==> src/rtl/uart_sched_pkg.sv <==
// Shared types and constants for the UART transmit scheduler and its
// hardware checksum reporter.
package uart_sched_pkg;

   typedef enum logic [1:0] {
      IDLE,
      OWN_CPU,
      OWN_RPT
   } arb_state_t;

   typedef enum logic [1:0] {
      R_IDLE,
      R_SEND,
      R_DONE
   } rpt_state_t;

   localparam int          REPORT_LEN = 18;
   localparam logic [63:0] PREFIX     = "Result: ";
   localparam logic [7:0]  LF         = 8'h0A;
   localparam logic [7:0]  CR         = 8'h0D;

   // Lowercase hex digit.
   function automatic logic [7:0] nibble_to_ascii(input logic [3:0] n);
      return (n < 4'd10) ? (8'h30 + {4'h0, n}) : (8'h57 + {4'h0, n});
   endfunction

endpackage

==> src/rtl/hex_report_gen.sv <==
// Emits "Result: xxxxxxxx\r\n" for a non-zero tohost CSR write, one byte per
// accepted handshake on a valid/ready byte port.
module hex_report_gen
   import uart_sched_pkg::*;
(
   input  logic        clk,
   input  logic        rst_n,
   input  logic        csr_we,
   input  logic [31:0] csr_wdata,
   output logic        valid,
   output logic [7:0]  data,
   input  logic        ready,
   output logic        busy,
   output logic        done
);

   rpt_state_t  state;
   logic [31:0] value;
   logic [4:0]  idx;

   // NOTE: sequential state uses non-blocking assignments so every register
   // samples pre-edge values, independent of block evaluation order.
   always_ff @(posedge clk or negedge rst_n) begin
      if (!rst_n) begin
         state <= R_IDLE;
         value <= '0;
         idx   <= '0;
         done  <= 1'b0;
      end else begin
         case (state)
            R_IDLE, R_DONE: begin
               if (csr_we && csr_wdata != '0) begin
                  value <= csr_wdata;
                  idx   <= '0;
                  done  <= 1'b0;
                  state <= R_SEND;
               end
            end
            R_SEND: begin
               // Writes arriving mid-report are dropped; the latched value stays.
               if (ready) begin
                  if (idx == 5'(REPORT_LEN - 1)) begin
                     idx   <= '0;
                     done  <= 1'b1;
                     state <= R_DONE;
                  end else begin
                     idx <= idx + 5'd1;
                  end
               end
            end
            default: state <= R_IDLE;
         endcase
      end
   end

   assign busy  = (state == R_SEND);
   assign valid = busy;

   // NOTE: data gets a default before the branches so no path leaves it
   // unassigned, which would infer a latch.
   always_comb begin
      data = LF;
      if (idx < 5'd8) begin
         data = PREFIX[{3'd7 - idx[2:0], 3'b000} +: 8];
      end else if (idx < 5'd16) begin
         data = nibble_to_ascii(value[{3'd7 - idx[2:0], 2'b00} +: 4]);
      end else if (idx == 5'd16) begin
         data = CR;
      end
   end

endmodule

==> src/rtl/uart_tx_sched.sv <==
// Line-locked arbiter sharing one UART transmitter between the CPU MMIO byte
// path and the hardware checksum reporter.
module uart_tx_sched
   import uart_sched_pkg::*;
#(
   parameter int TIMEOUT_CYCLES = 4096
) (
   input  logic        clk,
   input  logic        rst_n,
   input  logic        cpu_tx_valid,
   input  logic [7:0]  cpu_tx_data,
   output logic        cpu_tx_ready,
   input  logic        csr_we,
   input  logic [31:0] csr_wdata,
   output logic        uart_tx_valid,
   output logic [7:0]  uart_tx_data,
   input  logic        uart_tx_ready,
   output logic        report_busy,
   output logic        report_done
);

   localparam int CW = $clog2(TIMEOUT_CYCLES + 1);

   arb_state_t    state;
   logic          last_rpt;
   logic [CW-1:0] idle_cnt;
   logic          pend_valid;
   logic          pend_rpt;

   logic       rpt_valid;
   logic [7:0] rpt_data;
   logic       rpt_ready;
   logic       grant_cpu;
   logic       grant_rpt;
   logic       accept;
   logic       accept_lf;

   hex_report_gen u_report (
      .clk       (clk),
      .rst_n     (rst_n),
      .csr_we    (csr_we),
      .csr_wdata (csr_wdata),
      .valid     (rpt_valid),
      .data      (rpt_data),
      .ready     (rpt_ready),
      .busy      (report_busy),
      .done      (report_done)
   );

   // A byte left hanging in IDLE keeps its grant, so a late second requester
   // cannot swap the presented byte under the transmitter.
   always_comb begin
      grant_cpu = 1'b0;
      grant_rpt = 1'b0;
      case (state)
         OWN_CPU: grant_cpu = 1'b1;
         OWN_RPT: grant_rpt = 1'b1;
         default: begin
            if (pend_valid) begin
               grant_rpt = pend_rpt;
               grant_cpu = ~pend_rpt;
            end else if (cpu_tx_valid && rpt_valid) begin
               grant_rpt = ~last_rpt;
               grant_cpu = last_rpt;
            end else begin
               grant_cpu = cpu_tx_valid;
               grant_rpt = rpt_valid;
            end
         end
      endcase
   end

   assign uart_tx_valid = (grant_cpu & cpu_tx_valid) | (grant_rpt & rpt_valid);
   assign uart_tx_data  = grant_cpu ? cpu_tx_data : (grant_rpt ? rpt_data : 8'h00);
   assign cpu_tx_ready  = uart_tx_ready & grant_cpu;
   assign rpt_ready     = uart_tx_ready & grant_rpt;
   assign accept        = uart_tx_valid & uart_tx_ready;
   assign accept_lf     = accept && (uart_tx_data == LF);

   always_ff @(posedge clk or negedge rst_n) begin
      if (!rst_n) begin
         state      <= IDLE;
         last_rpt   <= 1'b0;
         idle_cnt   <= '0;
         pend_valid <= 1'b0;
         pend_rpt   <= 1'b0;
      end else begin
         pend_valid <= uart_tx_valid & ~uart_tx_ready;
         pend_rpt   <= grant_rpt;
         if (accept) last_rpt <= grant_rpt;
         case (state)
            IDLE: begin
               idle_cnt <= '0;
               // A lone LF is a complete line, so it does not take the lock.
               if (accept && !accept_lf) state <= grant_rpt ? OWN_RPT : OWN_CPU;
            end
            OWN_CPU: begin
               if (accept) begin
                  idle_cnt <= '0;
                  if (accept_lf) state <= IDLE;
               end else begin
                  // The counter reaches TIMEOUT_CYCLES-1 on the edge the lock drops.
                  idle_cnt <= idle_cnt + 1'b1;
                  if (idle_cnt == CW'(TIMEOUT_CYCLES - 2)) state <= IDLE;
               end
            end
            OWN_RPT: begin
               if (accept_lf) state <= IDLE;
            end
            default: state <= IDLE;
         endcase
      end
   end

endmodule

==> config.mk <==
export PLATFORM = sky130hd
export DESIGN_NAME = uart_tx_sched
export DESIGN_NICKNAME = d
export VERILOG_FILES = /design/src/rtl/uart_sched_pkg.sv /design/src/rtl/hex_report_gen.sv /design/src/rtl/uart_tx_sched.sv
export SDC_FILE = /design/constraint.sdc
export NUM_CORES = 1
export LEC_CHECK = 0
export ABC_AREA = 1
export ABC_CLOCK_PERIOD_IN_PS = 2500
export BUFFER_PORTS_ARGS = -buffer_cell sky130_fd_sc_hd__clkbuf_2
export CORE_ASPECT_RATIO = 0.6
export CORE_MARGIN = 4
export CORE_UTILIZATION = 42
export DETAILED_ROUTE_END_ITERATION = 12
export GPL_TIMING_DRIVEN = 0
export SYNTH_ARGS = -nofsm -noshare
export SYNTH_HDL_FRONTEND = slang
export SYNTH_HIERARCHICAL = 1
export SYNTH_SLANG_ARGS = --single-unit
==> constraint.sdc <==
create_clock -name clk -period 2.5 [get_ports clk]
set_clock_uncertainty 0.05 [all_clocks]
set_input_delay 0.25 -clock clk [delete_from_list [all_inputs] [get_ports clk]]
set_output_delay 0.25 -clock clk [all_outputs]
set_load 0.01 [all_outputs]
[Yosys cells after proc, flatten, opt, wreduce, memory -nomap -nowiden]
Cells that the tools add are included.
Word-level totals
  output and inout bits: 12
  input port bits: 45
  flip-flop bits (word level): 58
  word-level logic and storage cells: 90
Cells by class
  shifts and indexed selects: 2
  mux-type cells: 32
  magnitude comparators: 3
  reductions and logical operators: 16
  bitwise logic cells: 10
  add/sub/neg operators: 5
  equal/unequal tests: 13
Operator list (number)
  $shiftx 64x7->8 const A: 1
  $mux 8: 5
  $reduce_bool 32->1: 1
  $shiftx 32x6->4: 1
  $pmux 13 s2: 1
  $mux 2: 8
  $mux 5: 3
  $add 13x1->13 const B: 1
  $eq 13x12->1 const B: 1
  $mux 13: 1
  $eq 5x5->1 const B: 2
  $pmux 5 s2: 1
  $add 7x4->8 const A: 1
  $eq 8x4->1 const B: 1
  $add 6x4->7 const A: 1
  $mux 1: 7
  $and 1x1->1: 6
  $ne 2x1->1 const B: 3
  $pmux 1 s2: 3
  $pmux 2 s3: 1
  $reduce_and 3->1: 2
  $add 5x1->5 const B: 1
  $lt 5x4->1 const B: 1
  $lt 5x5->1 const B: 1
  17 further kinds: 27

[Longest topological paths before layout]
Gate-level depths: netlist of run 1.
  depth after elaboration: 14
  gate-level depth with buffers: 26
  mapped depth without buffers: 25

[Cells and area by module]
Netlist of run 1, hierarchy kept.
Modules (own cells, without submodules)
  hex_report_gen: instances 1, area each 2486.1 µm², cells an instance 345
  uart_tx_sched: instances 1, area each 1385.1 µm², cells an instance 193

[Least setup slack after synthesis of run 1]
OpenSTA, ideal clock, no wires.
  path type: register -> register
  start: register u_report.idx[0]
  end: register state[0] (netlist name)
  cell stages (with the launch flop): 26
  arrival time: 2.181 ns
  path buffers: 1
  setup slack: 0.146 ns
  period minus slack after synthesis: 2.354 ns
  cells stage by stage: dfrtp_1 buf_4 or2_1 o211ai_1 nand2_1 inv_1 nand2_1 inv_1 ha_1 inv_1 nor2_4 nor2_2 o21ai_1 nand2_1 nand2_1 nand2_1 nor2_1 nor2_1 nand2_1 nor2_2 nand2_1 nand2_1 nand2_1 nand2_1 nand2_1 o21ai_1
RTL lines
  from (decl): line hex_report_gen.sv:19  | logic [4:0] idx;
  from (signal assigned): line hex_report_gen.sv:47  | idx <= idx + 5'd1;

[Final worst setup path of run 1]
  start: register u_report.idx[2]
  end: output uart_tx_data[0]
Between the ends
  cells in the longest elaborated chain, start to end: 8
  elaborated cells between the ends (all ways): 15
  classes of those cells: add/sub: 3; order compare: 3; eq/ne: 1; shift: 2; mux: 6
RTL lines
  $sub 3x3->3: line hex_report_gen.sv:64, hex_report_gen.sv:66
  $shiftx 32x6->4: line hex_report_gen.sv:66  | data = nibble_to_ascii(value[{3'd7 - idx[2:0], 2'b00} +: 4]);
  $add 7x4->8, or another cell as far along: line uart_sched_pkg.sv:24  | return (n < 4'd10) ? (8'h30 + {4'h0, n}) : (8'h57 + {4'h0, n});
  $mux 8: line uart_sched_pkg.sv:24
  $mux 8: line hex_report_gen.sv:65  | end else if (idx < 5'd16) begin
  $mux 8 *: line hex_report_gen.sv:63  | if (idx < 5'd8) begin
  named net rpt_data[0]: line uart_tx_sched.sv:31  | logic [7:0] rpt_data;
  $mux 8 * (2 in series): line uart_tx_sched.sv:74  | assign uart_tx_data = grant_cpu ? cpu_tx_data : (grant_rpt ? rpt_data : 8'h00);
  to (decl): line uart_tx_sched.sv:16  | output logic [7:0] uart_tx_data,
Mark *: on every way through the listed nets, which the timed path passes. The rest lies on a longest branch.

==> results of run 1 <==
timing repair:
| action | in CTS | in global routing |
|---|---|---|
| pin swaps | 19 | 13 |
| resized for setup | 28 | 22 |
| setup buffers | 19 | 3 |
| cloned | 0 | 0 |
| setup endpoints to repair | 6 | 23 |
how the worst max path moves through the flow:
stage,from,endpoint,slack (ns),depth (start not counted)
2_1_floorplan,u_report/idx[0],state[0],0.15,25
3_3_place_gp,u_report/idx[0],state[0],-0.18,22
3_5_place_dp,u_report/idx[0],state[1],-0.26,22
4_1_cts,u_report/idx[0],uart_tx_data[2],-0.15,19
5_1_grt,u_report/idx[0],uart_tx_data[2],-0.32,19
6_report,u_report/idx[2],uart_tx_data[0],-0.17,18
sequential cells by signal, summed over array words and instances, names as in the netlist:
signal,cells
u_report/value,32
idle_cnt,13
u_report/idx,5
state,2
u_report/state,2
last_rpt,1
pend_rpt,1
pend_valid,1
u_report/done,1
stage by stage:
step | cells | hold slack [ns] | setup TNS (ns)
2_1_floorplan | 538 | -0.0956 | 0
3_3_place_gp | 706 | 0.389 | -0.346
3_5_place_dp | 706 | 0.373 | -0.491
4_1_cts | 741 | 0.0219 | -0.781
5_1_grt | 744 | 0.0464 | -2.01
6_report | 744 | -0.0192 | -0.913
per-layer routing:
layer	track usage (%)	wire length, um	vias to the layer above
met2	28.2	4190	110
met1	29.7	5470	1670
met5	0	0	-
li1	-	-	1855
met4	6.71	155	0
met3	4.90	656	14
logic make-up after synthesis:
kind of cell	Yosys count	share of synthesized area [%]
AND/OR/NAND/NOR	244	29.3
buffers and inverters	130	14.3
adder cells (fa/ha/maj)	11	3.56
XOR/XNOR	11	2.49
AO/OA/AOI/OAI	83	12.8
other	1	0.0969
flip-flops	58	37.5
cell type report:
type	count	area (um2)	area share, %
Multi-Input combinational cell	350	1990	40.2
Sequential cell	58	1450	29.3
Timing Repair Buffer	78	462	9.32
Inverter	113	434	8.76
Clock buffer	12	267	5.38
Tap cell	112	140	2.83
Buffer	17	134	2.70
Clock inverter	4	72.6	1.46
cells in the final DEF, fill, tap and decap left out, types with 8 or more instances in the layout:
| master | Yosys | routed |
|---|---|---|
| inv_2 | 5 | 9 |
| nand2_2 | 11 | 16 |
| dfrtp_1 | 58 | 57 |
| xor2_1 | 10 | 10 |
| buf_4 | 4 | 23 |
| o21ai_0 | 41 | 39 |
| nand2_1 | 116 | 110 |
| nor2_1 | 48 | 42 |
| nand4_1 | 10 | 10 |
| nand3_1 | 31 | 24 |
| ha_1 | 11 | 9 |
| nor2_2 | 7 | 11 |
| clkbuf_2 | 1 | 52 |
| nand3_2 | 3 | 10 |
| o22ai_1 | 12 | 11 |
| o21ai_1 | 10 | 10 |
| inv_1 | 107 | 102 |
| a21oi_1 | 10 | 8 |
| clkbuf_16 | 0 | 9 |
where the power goes:
group / switching, mW / internal [mW]
Clock: 0.426 / 0.951
Sequential: 0.179 / 1.17
Combinational: 2.43 / 1.58
cell usage after synthesis, drive strengths merged:
master	count	share of area [%]
xor2	10	2.3
nand4	10	1.6
clkbuf	4	0.42
ha	11	3.6
o211ai	4	1.0
nand3	34	4.8
o22ai	12	1.9
dfrtp	58	37
inv	113	11
nor3	6	1.0
conb	1	0.097
buf	13	2.7
nor4	2	0.32
a21oi	12	2.1
xnor2	1	0.23
or2	3	0.48
o21ai	54	7.5
nor2	59	7.2
a211o	1	0.23
nand2	130	14
==> impl_metrics.yaml, run 1 <==
setup_path:
  r2r_start: "u_report/idx[0]"
  cp_slowest_cell: "dfrtp_1"
  cp_data_required_time_ns: 2.20
  reg2reg_slack_ns: -0.10
  slowest_delay_ns: 0.37
  crit_type: "reg -> out"
  crit_arrival_ns: 2.37
  endpoint_kind: "output pin"
  path_cells: "buf_6 > inv_8 > nor2_4 > buf_4 > buf_4 > nand3_2 > nand2_2 > a21oi_4 > nand2_2 > nand2_4 > nand2_1 > nand3_2 > a21oi_2 > nand2_1 > nor2_2 > nor2_2 > inv_1 > buf_2"
  critPathMaxFanout: 6
  cp_top_family: "simple AND/OR/NAND/NOR gates"
  r2r_end: "state[0]"
  start_kind: "flip-flop"
  reg2reg_depth: 21
  crit_buf_inv: 6
power:
  vdd_drop_max_v: 0.000528
  total_power_mw: 6.74
  pwr_density_cell_nw_per_um2: 1360
  p_leak_nw: 2.67
detailed_routing:
  antenna_left: 0
  drtIter0Drc: 261
  drt-pass1-iter-count: 4
  post_drt_wl_per_cell_um: 14.1
  avgViaCountPerCell: 4.90
  drt_wl_total_um: 10500
  drc: 0
  vias: 3649
grt:
  grt_start_max_net_pins: 59
  antenna_found_initial: 0
  grt_first_pass_wirelength_um: 17100
  grt_pass1_vias: 3455
  grt_usage_pct: 20.0
  grt_overflow: 0
synthesis:
  syn_inst: 538
  synth_area_um2: 3870
  syn_nets: 594
  synth_seq_area_share_pct: 37.5
  ys_types: 37
  yosys_register_bits: 58
  postSynthAreaPerCell_um2: 7.20
  yosys_warnings: 6
timing:
  relSlewSlack_pct: 45.0
  final.setup.worst_slack_ns: -0.173
  fmax_mhz: 374
  setup_viol: 8
  holdWs_ns: -0.0192
  fin_crit_sh_pct: 107
  maxSlewViolCount: 0
  tightest_slew_ns: 0.824
  rsz0062_at_grt: "true"
  hold_violations: 10
  layout_min_cycle_time_ns: 2.67
final_layout:
  final_cell_area_um2: 4960
  finalCoreUtilization_pct: 56.6
  diodes: 0
  fillCellCount: 830
  syn2layout_area_growth_pct: 28.0
  nNetsFinal: 683
  drive_above_1_share_pct: 29.0
cts:
  cts.htree.levels: 3
  cts.sinks: 58
  cts.path.max_buffers: 2
  cts-root-buf: "clkbuf_16"
  cts.reportedPaths.clkPinSlew_ns: 0.05
  clock_latency_ns: 0.33
  hold_buffers: 0
  numCtsBuffers: 9
  cts_tree: "built"
floorplanning:
  die_area_um2: 10900
  fp.dieW_um: 132
  io_pins: 57
  start_util_pct: 44.2
  placeableCoreArea_um2: 8750
  dieHeight_um: 82.4
  num_rows: 26
flow_run:
  drv_cap: 0
placed_design:
  dp_hpwl_um: 7360
  dpl-instance-area_um2: 4290
  place_ws_ns: -0.258
  gp_congestion: 0.859
  port_buffers: 56
outcome:
  status: "finished with violations"
  violations: "hold timing, setup timing"
min_path:
  min_path_type: "in -> async"
Note: power is estimated with default switching activity, not from simulation.
==> run 2, diff against run 1 <==
--- a/config.mk
+++ b/config.mk
@@ -5,10 +5,9 @@
 export SDC_FILE = /design/constraint.sdc
 export NUM_CORES = 1
 export LEC_CHECK = 0
-export ABC_AREA = 1
 export ABC_CLOCK_PERIOD_IN_PS = 2500
 export BUFFER_PORTS_ARGS = -buffer_cell sky130_fd_sc_hd__clkbuf_2
-export CORE_ASPECT_RATIO = 0.6
+export CORE_ASPECT_RATIO = 1.5
 export CORE_MARGIN = 4
 export CORE_UTILIZATION = 42
 export DETAILED_ROUTE_END_ITERATION = 12
==> impl_metrics.yaml, run 2 <==
timing:
  holdWs_ns: -0.0170
  setup_viol: 13
  final.setup.worst_slack_ns: -0.558
  tightest_slew_ns: 0.813
  fmax_mhz: 327
  hold_violations: 3
  layout_min_cycle_time_ns: 3.06
  fin_crit_sh_pct: 122
  relSlewSlack_pct: 45.8
  rsz0062_at_grt: "true"
  maxSlewViolCount: 0
synthesis:
  yosys_register_bits: 58
  ys.flop_type: "dfrtp_1"
  synth_common_cells: "dfrtp_1, nor2_1, nand2_1, o21ai_0, mux2_2"
  synth_top_cell_by_area: "dfrtp_1"
  syn_inst: 332
  post-synth-top-count-cell: "dfrtp_1"
  synth_seq_area_share_pct: 40.9
  synth_area_um2: 3540
  postSynthAreaPerCell_um2: 10.7
  synth_area_leaders: "dfrtp_1, mux2_2, mux2_1"
  yosys_warnings: 6
  ys_types: 63
  synth-edff-count: 0
  synth_top_area_share_pct: 40.9
  syn_nets: 388
  async_flop_share_pct: 100
setup_path:
  endpoint_kind: "flip-flop"
  cp-startpoint: "u_report/idx[0]"
  reg2reg_slack_ns: -0.56
  r2r_start: "u_report/idx[0]"
  start_kind: "flip-flop"
  critPathMaxFanout: 6
  crit_type: "reg -> reg"
  crit_arrival_ns: 3.22
  cp_data_required_time_ns: 2.66
placed_design:
  gp_congestion: 0.843
  dp_hpwl_um: 6390
  place_inst: 493
  port_buffers: 56
detailed_routing:
  vias: 2974
  antenna_left: 0
  drt-pass1-iter-count: 4
  post_drt_wl_per_cell_um: 16.5
  avgViaCountPerCell: 5.60
  drc: 0
  drt_wl_total_um: 8760
  drtIter0Drc: 128
floorplanning:
  die_area_um2: 10000
  start_util_pct: 43.7
  placeableCoreArea_um2: 8110
  fp.dieW_um: 83.0
  io_pins: 57
  dieHeight_um: 121
  num_rows: 40
power:
  pwr_density_cell_nw_per_um2: 1390
  p_leak_nw: 2.09
  total_power_mw: 6.41
  vdd_drop_max_v: 0.000649
cts:
  cts_tree: "built"
  cts-root-buf: "clkbuf_16"
  hold_buffers: 0
  clock_latency_ns: 0.32
  cts.reportedPaths.clkPinSlew_ns: 0.05
  cts.sinks: 58
  numCtsBuffers: 9
  cts.htree.levels: 3
  cts.path.max_buffers: 2
flow_run:
  drv_cap: 0
final_layout:
  biggestRegsByFlops: "u_report/value (32), idle_cnt (13), u_report/idx (5)"
  mostFrequentLayoutCell: "dfrtp_1"
  final_cell_mix: "dfrtp_1, clkbuf_2, buf_4"
  syn2layout_area_growth_pct: 30.3
  largest_reg_flops: 32
  final_cells: 531
  fillCellCount: 737
  top_register: "u_report/value"
  diodes: 0
  nNetsFinal: 477
  drive_above_1_share_pct: 37.8
grt:
  grt_usage_pct: 17.9
  antenna_found_initial: 0
  grt_overflow: 0
  grt_start_max_net_pins: 59
  grt_first_pass_wirelength_um: 14500
  grt_pass1_vias: 3045
outcome:
  status: "finished with violations"
  violations: "hold timing, setup timing"
min_path:
  min_path_type: "in -> async"
run 2: cell families (layout without fill, tap and decap cells):
| kind of cell | count (synthesis) | count (layout) | share of synthesized area, % |
|---|---|---|---|
| compound gates | 81 | 81 | 16.3 |
| xor+xnor | 3 | 3 | 0.741 |
| fa+ha+maj | 11 | 11 | 3.88 |
| buf+inv | 31 | 125 | 4.34 |
| flops | 58 | 58 | 40.9 |
| mux | 46 | 46 | 18.6 |
| other cells | 1 | 1 | 0.106 |
| simple gates | 101 | 101 | 15.1 |
run 2: final timing paths:
check / endpoint / cells past startpoint
worst max-delay path: state[1] / 12
worst min-delay path: last_rpt / 1
worst max register to register: state[1] / 12
worst min register to register: idle_cnt[12] / 1
max in group asynchronous: u_report/idx[0] / 1
min in group clk: u_report/value[18] / 2
run 2: critical path, stage by stage (launching register included):
cell,delay [ns]
dfrtp_2,0.39
buf_8,0.13
mux4_2,0.55
mux2i_4,0.21
ha_4,0.18
buf_4,0.10
nand2_1,0.08
a311oi_4,0.38
nor4bb_4,0.09
o211a_1,0.17
a2111oi_4,0.31
a211oi_2,0.08
o31ai_1,0.23
run 2: final cells by class:
class | count | area [um2] | share of cell area (%)
plain buffers | 16 | 104 | 2.25
clock buffers | 11 | 233 | 5.04
clock inverters | 5 | 78.8 | 1.71
inverters | 15 | 61.3 | 1.33
multi-input cells | 243 | 2090 | 45.2
flip-flops and latches | 58 | 1450 | 31.5
well taps | 105 | 131 | 2.84
repair buffers | 78 | 468 | 10.1
run 2: what timing repair did:
action                     CTS  global route
setup endpoints to repair   17            22
setup buffers               17             5
gates resized for setup     25            13
hold endpoints to repair     0             0
pin swaps                   21            10
run 2: metrics by stage:
stage | setup TNS [ns] | cell area (um2) | worst slack [ns] | utilization, %
2_1_floorplan | -0.794 | 3560 | -0.397 | -
3_3_place_gp | -3.51 | 3970 | -0.876 | 49.0
3_5_place_dp | -3.88 | 3970 | -0.912 | 49.0
4_1_cts | -3.66 | 4520 | -0.608 | 55.8
5_1_grt | -6.76 | 4620 | -0.772 | 57.0
6_report | -4.08 | 4620 | -0.558 | 57.0
run 2: power breakdown:
| group | switching [mW] | leakage, nW | internal [mW] |
|---|---|---|---|
| sequential | 0.205 | 0.761 | 1.26 |
| clock | 0.417 | 0.153 | 0.870 |
| combinational | 1.87 | 1.17 | 1.78 |
| total | 2.50 | 2.09 | 3.91 |
run 2: per-layer routing:
| metal | GRT usage [%] | vias to the layer above | wire length (um) |
|---|---|---|---|
| li1 | - | 1434 | - |
| met1 | 20.5 | 1469 | 3510 |
| met2 | 33.6 | 63 | 4860 |
| met3 | 3.34 | 8 | 302 |
| met4 | 5.21 | 0 | 90 |
| met5 | 0 | - | 0 |
==> run 3, diff against run 2 <==
--- a/config.mk
+++ b/config.mk
@@ -10,6 +10,7 @@
 export CORE_ASPECT_RATIO = 1.5
 export CORE_MARGIN = 4
 export CORE_UTILIZATION = 42
+export CTS_BUF_LIST = sky130_fd_sc_hd__clkbuf_8
 export DETAILED_ROUTE_END_ITERATION = 12
 export GPL_TIMING_DRIVEN = 0
 export SYNTH_ARGS = -nofsm -noshare
==> impl_metrics.yaml, run 3 (synthesis gave the netlist of run 2 again) <==
outcome:
  status: "finished with violations"
  violations: "hold timing, setup timing"
detailed_routing:
  post_drt_wl_per_cell_um: 16.8
  drt-pass1-iter-count: 4
  antenna_left: 0
  vias: 3008
  drt_wl_total_um: 8980
  drtIter0Drc: 103
  drc: 0
  avgViaCountPerCell: 5.61
cts:
  cts_tree: "built"
  clock_latency_ns: 0.33
  hold_buffers: 0
  cts.sinks: 58
  cts.reportedPaths.clkPinSlew_ns: 0.07
  cts.htree.levels: 3
  cts.path.max_buffers: 2
  cts-root-buf: "clkbuf_8"
  numCtsBuffers: 9
timing:
  hold_violations: 12
  rsz0062_at_grt: "true"
  setup_viol: 11
  final.setup.worst_slack_ns: -0.525
  relSlewSlack_pct: 46.1
  finalSetupTns_ns: -3.47
  maxSlewViolCount: 0
  holdWs_ns: -0.0297
  fmax_mhz: 331
  tightest_slew_ns: 0.808
  fin_crit_sh_pct: 121
  layout_min_cycle_time_ns: 3.02
grt:
  grt_pass1_vias: 3036
  grt_start_max_net_pins: 59
  grt_usage_pct: 18.1
  grt_overflow: 0
  antenna_found_initial: 0
  grt_first_pass_wirelength_um: 14600
final_layout:
  biggestRegsByFlops: "u_report/value (32), idle_cnt (13), u_report/idx (5)"
  nNetsFinal: 482
  syn2layout_area_growth_pct: 30.4
  top_register: "u_report/value"
  final_cells: 536
  mostFrequentLayoutCell: "dfrtp_1"
  drive_above_1_share_pct: 39.9
  largest_reg_flops: 32
  diodes: 0
  final_cell_mix: "dfrtp_1, clkbuf_2, buf_4"
setup_path:
  start_kind: "flip-flop"
  endpoint_kind: "flip-flop"
  reg2reg_slack_ns: -0.52
  slowest_delay_ns: 0.53
  crit_type: "reg -> reg"
  critPathMaxFanout: 6
  cp_data_required_time_ns: 2.68
  cp_top_family: "compound AO/OA/AOI/OAI gates"
  path_common_cell: "o31ai_4"
  crit_arrival_ns: 3.20
  path_cells: "buf_8 > mux4_2 > mux2i_4 > ha_4 > inv_4 > o31ai_4 > o31ai_4 > o22ai_2 > nor4bb_4 > o211a_1 > a2111oi_4 > a211oi_2 > o31ai_1"
  crit_buf_inv: 2
  cp_slowest_cell: "mux4_2"
floorplanning:
  fp.dieW_um: 83.0
  placeableCoreArea_um2: 8110
  num_rows: 40
  die_area_um2: 10000
  dieHeight_um: 121
  io_pins: 57
  start_util_pct: 43.7
placed_design:
  place_ws_ns: -0.912
  dp_hpwl_um: 6390
  port_buffers: 56
  place_inst: 493
  gp_congestion: 0.843
power:
  pwr_density_cell_nw_per_um2: 1370
  vdd_drop_max_v: 0.000654
  p_leak_nw: 2.09
min_path:
  min_path_type: "in -> async"
flow_run:
  drv_cap: 0
-- run 3: cell count changes in the layout (fill, tap and decap cells not counted), moves of 2 or more --
| cell | before | now |
|---|---|---|
| clkbuf_16 | 9 | 0 |
| buf_12 | 1 | 3 |
| clkbuf_8 | 0 | 9 |
| clkbuf_1 | 7 | 5 |
| buf_4 | 22 | 25 |
| nor2b_1 | 5 | 3 |
-- run 3: what timing repair did --
action,CTS,global route
endpoints found under the setup margin,17,20
resized for setup,27,24
buffers inserted,19,8
pin swaps,21,15
-- run 3: area by class of cell --
class | count | area, um2
Fill cell | 743 | 3490
Multi-Input combinational cell | 243 | 2130
Sequential cell | 58 | 1450
Timing Repair Buffer | 83 | 531
Tap cell | 105 | 131
Clock buffer | 9 | 124
Buffer | 16 | 106
Clock inverter | 7 | 86.3
Inverter | 15 | 63.8
-- run 3: worst paths after layout --
check,startpoint,to,cells past startpoint
min in group clk,uart_tx_ready,pend_valid,2
max in group asynchronous,rst_n,u_report/idx[0],1
max reg2reg,u_report/idx[0],state[1],13
min reg2reg,idle_cnt[12],idle_cnt[12],1
max,u_report/idx[0],state[1],13
min,rst_n,last_rpt,1
-- run 3: worst register-to-register path, delay by kind of cell, from the launching register on --
kind                       cells  cell delay [ns]
buffers and inverters          2             0.17
muxes                          2             0.76
DFF                            1             0.39
adders and majority gates      1             0.19
and+or+nand+nor                1             0.07
AOI/OAI and AO/OA              7             1.29
-- run 3: stage by stage --
stage                     hold WS [ns]  power (mW)  util [%]  cell area, um2
after floorplan                -0.0956        3.52         -            3560
after global placement           0.412        4.20      49.0            3970
after detailed placement         0.377        4.26      49.0            3970
after CTS                       0.0119        5.87      54.8            4440
after global routing            0.0365        6.73      57.0            4620
final                          -0.0297        6.31      57.0            4620
-- run 3: routing by layer --
layer	GRT usage, %	wire [um]
met4	4.91	154
met3	3.75	300
met5	0	0
met1	20.9	3650
met2	33.5	4880
-- run 3: report_power, final --
group	internal (mW)	switching (mW)	total (mW)
Clock	0.552	0.380	0.932
Combinational	1.94	1.96	3.91
Sequential	1.26	0.210	1.47
Total	3.75	2.56	6.31
